[src/rtl/mem_bus_arbiter_pkg.sv]
`default_nettype none
// ============================================================================
// Module      : mem_bus_arbiter_pkg
// Description : Shared types for the instruction/data memory bus arbiter:
//               arbiter state encoding and grant identifiers.
// Revision    : 1.0 - initial release
// ============================================================================
package mem_bus_arbiter_pkg;

    // Arbiter sequencing states.
    typedef enum logic [2:0] {
        IDLE   = 3'd0,
        WAIT_I = 3'd1,
        WAIT_D = 3'd2,
        DONE_I = 3'd3,
        DONE_D = 3'd4
    } arb_state_t;

    // Which requester owns the memory port.
    typedef enum logic {
        GRANT_I = 1'b0,
        GRANT_D = 1'b1
    } arb_grant_t;

endpackage
`default_nettype wire

[src/rtl/mem_arb_pick.sv]
`default_nettype none
// ============================================================================
// Module      : mem_arb_pick
// Description : Combinational grant selection between the fetch port and the
//               data port. With ARB_ROUND_ROBIN_EN defined a tie goes to the
//               port not granted last; otherwise the data port always wins.
// Revision    : 1.0 - initial release
// ============================================================================
module mem_arb_pick
    import mem_bus_arbiter_pkg::*;
(
    input  logic i_ibus_req,
    input  logic i_dbus_req,
    input  logic i_last_grant,
    output logic o_grant
);

`ifdef ARB_ROUND_ROBIN_EN
    // Tie alternates against the previous winner; a lone request always wins.
    always_comb begin
        o_grant = GRANT_I;
        if (i_ibus_req && i_dbus_req) begin
            o_grant = (i_last_grant == GRANT_D) ? GRANT_I : GRANT_D;
        end else if (i_dbus_req) begin
            o_grant = GRANT_D;
        end
    end
`else
    // Fixed priority: the fetch port only wins when the data port is quiet,
    // so the fetch request and grant history carry no information here.
    logic [1:0] w_unused_inputs;
    assign w_unused_inputs = {i_ibus_req, i_last_grant};

    // Data port has fixed priority over the fetch port.
    always_comb begin
        o_grant = GRANT_I;
        if (i_dbus_req) begin
            o_grant = GRANT_D;
        end
    end
`endif

endmodule
`default_nettype wire

[src/rtl/mem_bus_arbiter.sv]
`default_nettype none
// ============================================================================
// Module      : mem_bus_arbiter
// Description : Shares one single-ported memory between the instruction-fetch
//               port and the data port. Latches the winning request into the
//               mem_* registers, runs a req/ack handshake and returns read
//               data while stalling both the loser and the in-flight port.
//               Optional: ARB_ROUND_ROBIN_EN selects alternating tie-break.
// Revision    : 1.0 - initial release
// ============================================================================
module mem_bus_arbiter #(
    parameter int ADDR_WIDTH = 32,
    parameter int DATA_WIDTH = 32
) (
    input  logic                    clk,
    input  logic                    rst_n,
    input  logic                    ibus_read,
    input  logic [ADDR_WIDTH-1:0]   ibus_address,
    output logic                    ibus_stall,
    output logic [DATA_WIDTH-1:0]   ibus_rddata,
    input  logic                    dbus_read,
    input  logic                    dbus_write,
    input  logic [ADDR_WIDTH-1:0]   dbus_address,
    input  logic [DATA_WIDTH-1:0]   dbus_wrdata,
    input  logic [DATA_WIDTH/8-1:0] dbus_byteenable,
    output logic                    dbus_stall,
    output logic [DATA_WIDTH-1:0]   dbus_rddata,
    output logic                    mem_req,
    output logic                    mem_we,
    output logic [ADDR_WIDTH-1:0]   mem_addr,
    output logic [DATA_WIDTH-1:0]   mem_wdata,
    output logic [DATA_WIDTH/8-1:0] mem_be,
    input  logic                    mem_ack,
    input  logic [DATA_WIDTH-1:0]   mem_rdata
);
    import mem_bus_arbiter_pkg::*;

    localparam int                    c_be_width = DATA_WIDTH / 8;
    localparam logic [c_be_width-1:0] c_be_all   = '1;

    arb_state_t              r_state;
    arb_state_t              w_state_nxt;
    logic                    w_dbus_req;
    logic                    w_any_req;
    logic                    w_accept;
    logic                    w_grant;
    logic                    w_last_grant;
    logic                    w_ack_i;
    logic                    w_ack_d;
    logic                    r_mem_req;
    logic                    r_mem_we;
    logic [ADDR_WIDTH-1:0]   r_mem_addr;
    logic [DATA_WIDTH-1:0]   r_mem_wdata;
    logic [c_be_width-1:0]   r_mem_be;
    logic [DATA_WIDTH-1:0]   r_ibus_rddata;
    logic [DATA_WIDTH-1:0]   r_dbus_rddata;

    assign w_dbus_req = dbus_read | dbus_write;
    assign w_any_req  = ibus_read | w_dbus_req;
    assign w_accept   = (r_state == IDLE) && w_any_req;
    // Acks outside the matching WAIT state are spurious and fall out here.
    assign w_ack_i    = (r_state == WAIT_I) && mem_ack;
    assign w_ack_d    = (r_state == WAIT_D) && mem_ack;

    mem_arb_pick u_pick (
        .i_ibus_req   (ibus_read),
        .i_dbus_req   (w_dbus_req),
        .i_last_grant (w_last_grant),
        .o_grant      (w_grant)
    );

`ifdef ARB_ROUND_ROBIN_EN
    logic r_last_grant;

    // Remember every winner so the next tie goes to the other port.
    always_ff @(posedge clk or negedge rst_n) begin
        if (!rst_n) begin
            r_last_grant <= GRANT_I;
        end else if (w_accept) begin
            r_last_grant <= w_grant;
        end
    end

    assign w_last_grant = r_last_grant;
`else
    assign w_last_grant = GRANT_I;
`endif

    // State register.
    always_ff @(posedge clk or negedge rst_n) begin
        if (!rst_n) begin
            r_state <= IDLE;
        end else begin
            r_state <= w_state_nxt;
        end
    end

    // Next-state: grant from IDLE, wait for ack, spend one DONE cycle.
    always_comb begin
        w_state_nxt = r_state;
        case (r_state)
            IDLE: begin
                if (w_any_req) begin
                    w_state_nxt = (w_grant == GRANT_D) ? WAIT_D : WAIT_I;
                end
            end
            WAIT_I: if (mem_ack) w_state_nxt = DONE_I;
            WAIT_D: if (mem_ack) w_state_nxt = DONE_D;
            DONE_I: w_state_nxt = IDLE;
            DONE_D: w_state_nxt = IDLE;
            default: w_state_nxt = IDLE;
        endcase
    end

    // Latch the winning request at grant and hold it until the ack.
    always_ff @(posedge clk or negedge rst_n) begin
        if (!rst_n) begin
            r_mem_req   <= 1'b0;
            r_mem_we    <= 1'b0;
            r_mem_addr  <= '0;
            r_mem_wdata <= '0;
            r_mem_be    <= '0;
        end else if (w_accept) begin
            r_mem_req <= 1'b1;
            if (w_grant == GRANT_D) begin
                r_mem_addr  <= dbus_address;
                r_mem_wdata <= dbus_wrdata;
                r_mem_we    <= dbus_write;
                r_mem_be    <= dbus_write ? dbus_byteenable : c_be_all;
            end else begin
                r_mem_addr  <= ibus_address;
                r_mem_wdata <= '0;
                r_mem_we    <= 1'b0;
                r_mem_be    <= c_be_all;
            end
        end else if (w_ack_i || w_ack_d) begin
            r_mem_req <= 1'b0;
        end
    end

    // Capture read data per port; stores leave the data register untouched.
    always_ff @(posedge clk or negedge rst_n) begin
        if (!rst_n) begin
            r_ibus_rddata <= '0;
            r_dbus_rddata <= '0;
        end else begin
            if (w_ack_i) begin
                r_ibus_rddata <= mem_rdata;
            end
            if (w_ack_d && !r_mem_we) begin
                r_dbus_rddata <= mem_rdata;
            end
        end
    end

    assign ibus_stall  = ibus_read  & (r_state != DONE_I);
    assign dbus_stall  = w_dbus_req & (r_state != DONE_D);
    assign ibus_rddata = r_ibus_rddata;
    assign dbus_rddata = r_dbus_rddata;
    assign mem_req     = r_mem_req;
    assign mem_we      = r_mem_we;
    assign mem_addr    = r_mem_addr;
    assign mem_wdata   = r_mem_wdata;
    assign mem_be      = r_mem_be;

endmodule
`default_nettype wire

[config.mk]
export PLATFORM = sky130hd
export DESIGN_NAME = mem_bus_arbiter
export DESIGN_NICKNAME = d
export VERILOG_FILES = /design/src/rtl/mem_bus_arbiter_pkg.sv /design/src/rtl/mem_arb_pick.sv /design/src/rtl/mem_bus_arbiter.sv
export SDC_FILE = /design/constraint.sdc
export NUM_CORES = 1
export LEC_CHECK = 0
export BUFFER_PORTS_ARGS = -buffer_cell sky130_fd_sc_hd__buf_4
export CORE_MARGIN = 2
export CORE_UTILIZATION = 46
export DETAILED_ROUTE_END_ITERATION = 8
export GPL_TIMING_DRIVEN = 0
export PLACE_DENSITY = 0.86
export SLEW_MARGIN = 20
export SYNTH_ARGS = -nofsm -noshare
export SYNTH_HDL_FRONTEND = slang
export SYNTH_SLANG_ARGS = --single-unit
[constraint.sdc]
create_clock -name clk -period 1.9 [get_ports clk]
set_input_delay 0.095 -clock clk [delete_from_list [all_inputs] [get_ports clk]]
set_output_delay 0.095 -clock clk [all_outputs]
set_load 0.05 [all_outputs]
==> flow_metrics.tcl <==
set metrics [dict create \
    hold_path.class "in2reg" \
    post_drt_wl_per_cell_um 18.82 \
    ios 274 \
    dp.cells 766 \
    grt_setup_unrepaired "false" \
    placementRows 40 \
    synth-async-reset-ratio_pct 100.0 \
    drive_gt1_share_pct 62.33 \
    globalRouteOverflowTotal 0 \
    max-slew-margin-rel_pct 62.00 \
    ys_ff_latch 137 \
    finalMaxSlewViolations 0 \
    synth_area_per_cell_um2 16.28 \
    core_region_area_um2 11960 \
    r2r-start "r_state[2]" \
    drv_cap 0 \
    use_met2_pct 44.81 \
    postCtsSetupBuffers 0 \
    portBuffers 273 \
    p_leak_nw 4.509 \
    firstDrtPassIters 4 \
    crit_type "reg2reg" \
    stdcell_count 870 \
    cts.sinks 137 \
    drcViolationCount 0 \
    synth_edf_count 0 \
    cts_tree "done" \
    cp-endpoint "dbus_rddata[8]" \
    drt_iter0_drc 227 \
    antenna_found_initial 0 \
    cts_made_buffers 17 \
    fmax_mhz 566.0 \
    r2r_setup_slack_ns 0.13 \
    reg2reg_to "dbus_rddata[8]" \
    fp.dieW_um 114.5 \
    ys_types 25 \
    power_density_nw_per_um2 2097 \
    track_usage_pct 24.97 \
    fin_crit_sh_pct 92.99 \
    fin_crit_ns 1.767 \
    grt_first_pass_wirelength_um 24890 \
    htree_levels 4 \
    final_hold_viol_count 0 \
    gp_congestion 0.7265 \
    reg2regPathDepth 4 \
    area_growth_pct 64.36 \
    clock_skew_ns 0.007259 \
    die_area_um2 13110 \
    worst_setup_path_start_kind "register" \
    cts_root_buffer "clkbuf_16" \
    top_usage_layer "met2" \
    ys_seq_area_share_pct 61.04 \
    first_global_vias 4850 \
    use_met3_pct 7.253 \
    dpl.hpwl_um 10880 \
    setup_viol 0 \
    vias_per_cell 5.090 \
    use_met1_pct 26.76 \
    syn_nets 483 \
    end_kind "register" \
    synthCells 345 \
    antenna_left 0 \
    syn_area_um2 5617 \
    hold_slack_ns 0.03232 \
    worstPathRequired_ns 2.19 \
    ys_warn_count 0 \
    tns_ns 0 \
    tightest_slew_ns 0.5700 \
    dr_total_vias 4428 \
    status "complete, no violations" \
    cp.arrival_ns 2.06 \
    clkTransAtPathRegs_ns 0.06 \
    finalPower_mw 19.36 \
    synth_top_flop_cell "dfrtp_1" \
    worstSkewPairLatency_ns 0.41 \
    die_h_um 114.5 \
    fin_nets 847 \
    peakVddDrop_mv 1.210 \
    critPathLaunch "r_state[2]" \
    cts_buffer_depth 2 \
    start_util_pct 46.96 \
    finalWirelength_um 16370 \
    grt_max_degree 70 \
    crit_path_max_fanout 10 \
]
[critical path: stages, from the launching register on]
cell	delay (ns)
dfrtp_1	0.45
nand4bb_1	0.34
nor2_4	0.25
buf_4	0.24
mux2_2	0.36
[sequential cells by signal, indices dropped and copies added, names as in the netlist]
register     count
dbus_rddata     32
mem_req          1
ibus_rddata     32
mem_be           4
r_state          3
mem_wdata       32
mem_addr        32
mem_we           1
[how the worst min path moves through the flow]
stage                     startpoint              to  slack [ns]  cells past startpoint
finish                     ibus_read      r_state[0]        0.03                      3
global route        dbus_address[14]    mem_addr[14]        0.02                      3
CTS                 dbus_address[10]    mem_addr[10]        0.01                      3
detailed placement             rst_n   mem_wdata[18]        0.09                      1
global placement     dbus_wrdata[10]   mem_wdata[10]        0.31                      2
floorplan                      rst_n  dbus_rddata[0]       -0.20                      0
[kinds of logic after synthesis]
family,after synthesis,share of synthesized area [%]
and+or+nand+nor,14,1.804
muxes,134,28.67
buffers and inverters,22,2.584
AOI/OAI and AO/OA,38,5.903
DFF,137,61.04
[cells in the final DEF (no fill, tap or decap), drive strengths merged, types with 2 or more instances in the layout]
cell / synthesis / layout
buf: 17 / 291
dfrtp: 137 / 137
dlygate4sd3: 0 / 71
nor2: 3 / 3
clkinvlp: 0 / 3
a22o: 32 / 32
nor3: 2 / 2
bufinv: 0 / 4
clkbuf: 4 / 24
a21oi: 2 / 2
mux2: 134 / 134
inv: 1 / 2
clkinv: 0 / 4
nand2: 2 / 2
or2b: 4 / 4
[per-stage QoR]
step                setup WS (ns)  util (%)  area [um2]
finish                     0.1332     77.18        9231
global route              0.03951     77.15        9229
CTS                       0.02664     77.11        9224
detailed placement        0.03391     65.92        7885
global placement          0.08168     65.63        7850
floorplan                  0.3930         -        5617
[repair_timing]
item                                    CTS  global route
endpoints found under the setup margin    0            29
resized for setup                         0             1
hold buffers                             71             0
hold endpoints to repair                170             0
[synth_stat cells (2+ instances only)]
master | instances | share of area, %
dfrtp_1 | 137 | 61
mux2_1 | 10 | 2.0
a22o_1 | 32 | 5.0
or2b_1 | 4 | 0.53
mux2_4 | 27 | 7.2
clkbuf_1 | 4 | 0.27
a21oi_1 | 2 | 0.18
buf_6 | 3 | 0.60
buf_2 | 5 | 0.45
mux2_2 | 97 | 19
nand2_1 | 2 | 0.13
buf_4 | 9 | 1.2
[area by class of cell]
cell class                      count  area (um2)
Sequential cell                   137        3428
Timing Repair Buffer              345        2795
Fill cell                         681        2730
Multi-Input combinational cell    186        2048
Clock buffer                       20       456.7
Tap cell                          147       183.9
Clock inverter                     12       171.4
Buffer                             21       141.4
Inverter                            1       3.754
Antenna cell                        1       2.502
[routing by layer]
metal | vias to the layer above | share of wire, %
li1 | 1987 | -
met1 | 2189 | 36
met2 | 207 | 54
met3 | 45 | 6.7
met4 | 0 | 3.2
met5 | - | 0
[power breakdown]
group / total, mW / internal, mW / switching, mW
logic: 10.6 / 3.64 / 6.95
registers: 5.27 / 4.36 / 0.905
clock network: 3.50 / 2.26 / 1.24
Power figures use the tool's default switching activity.
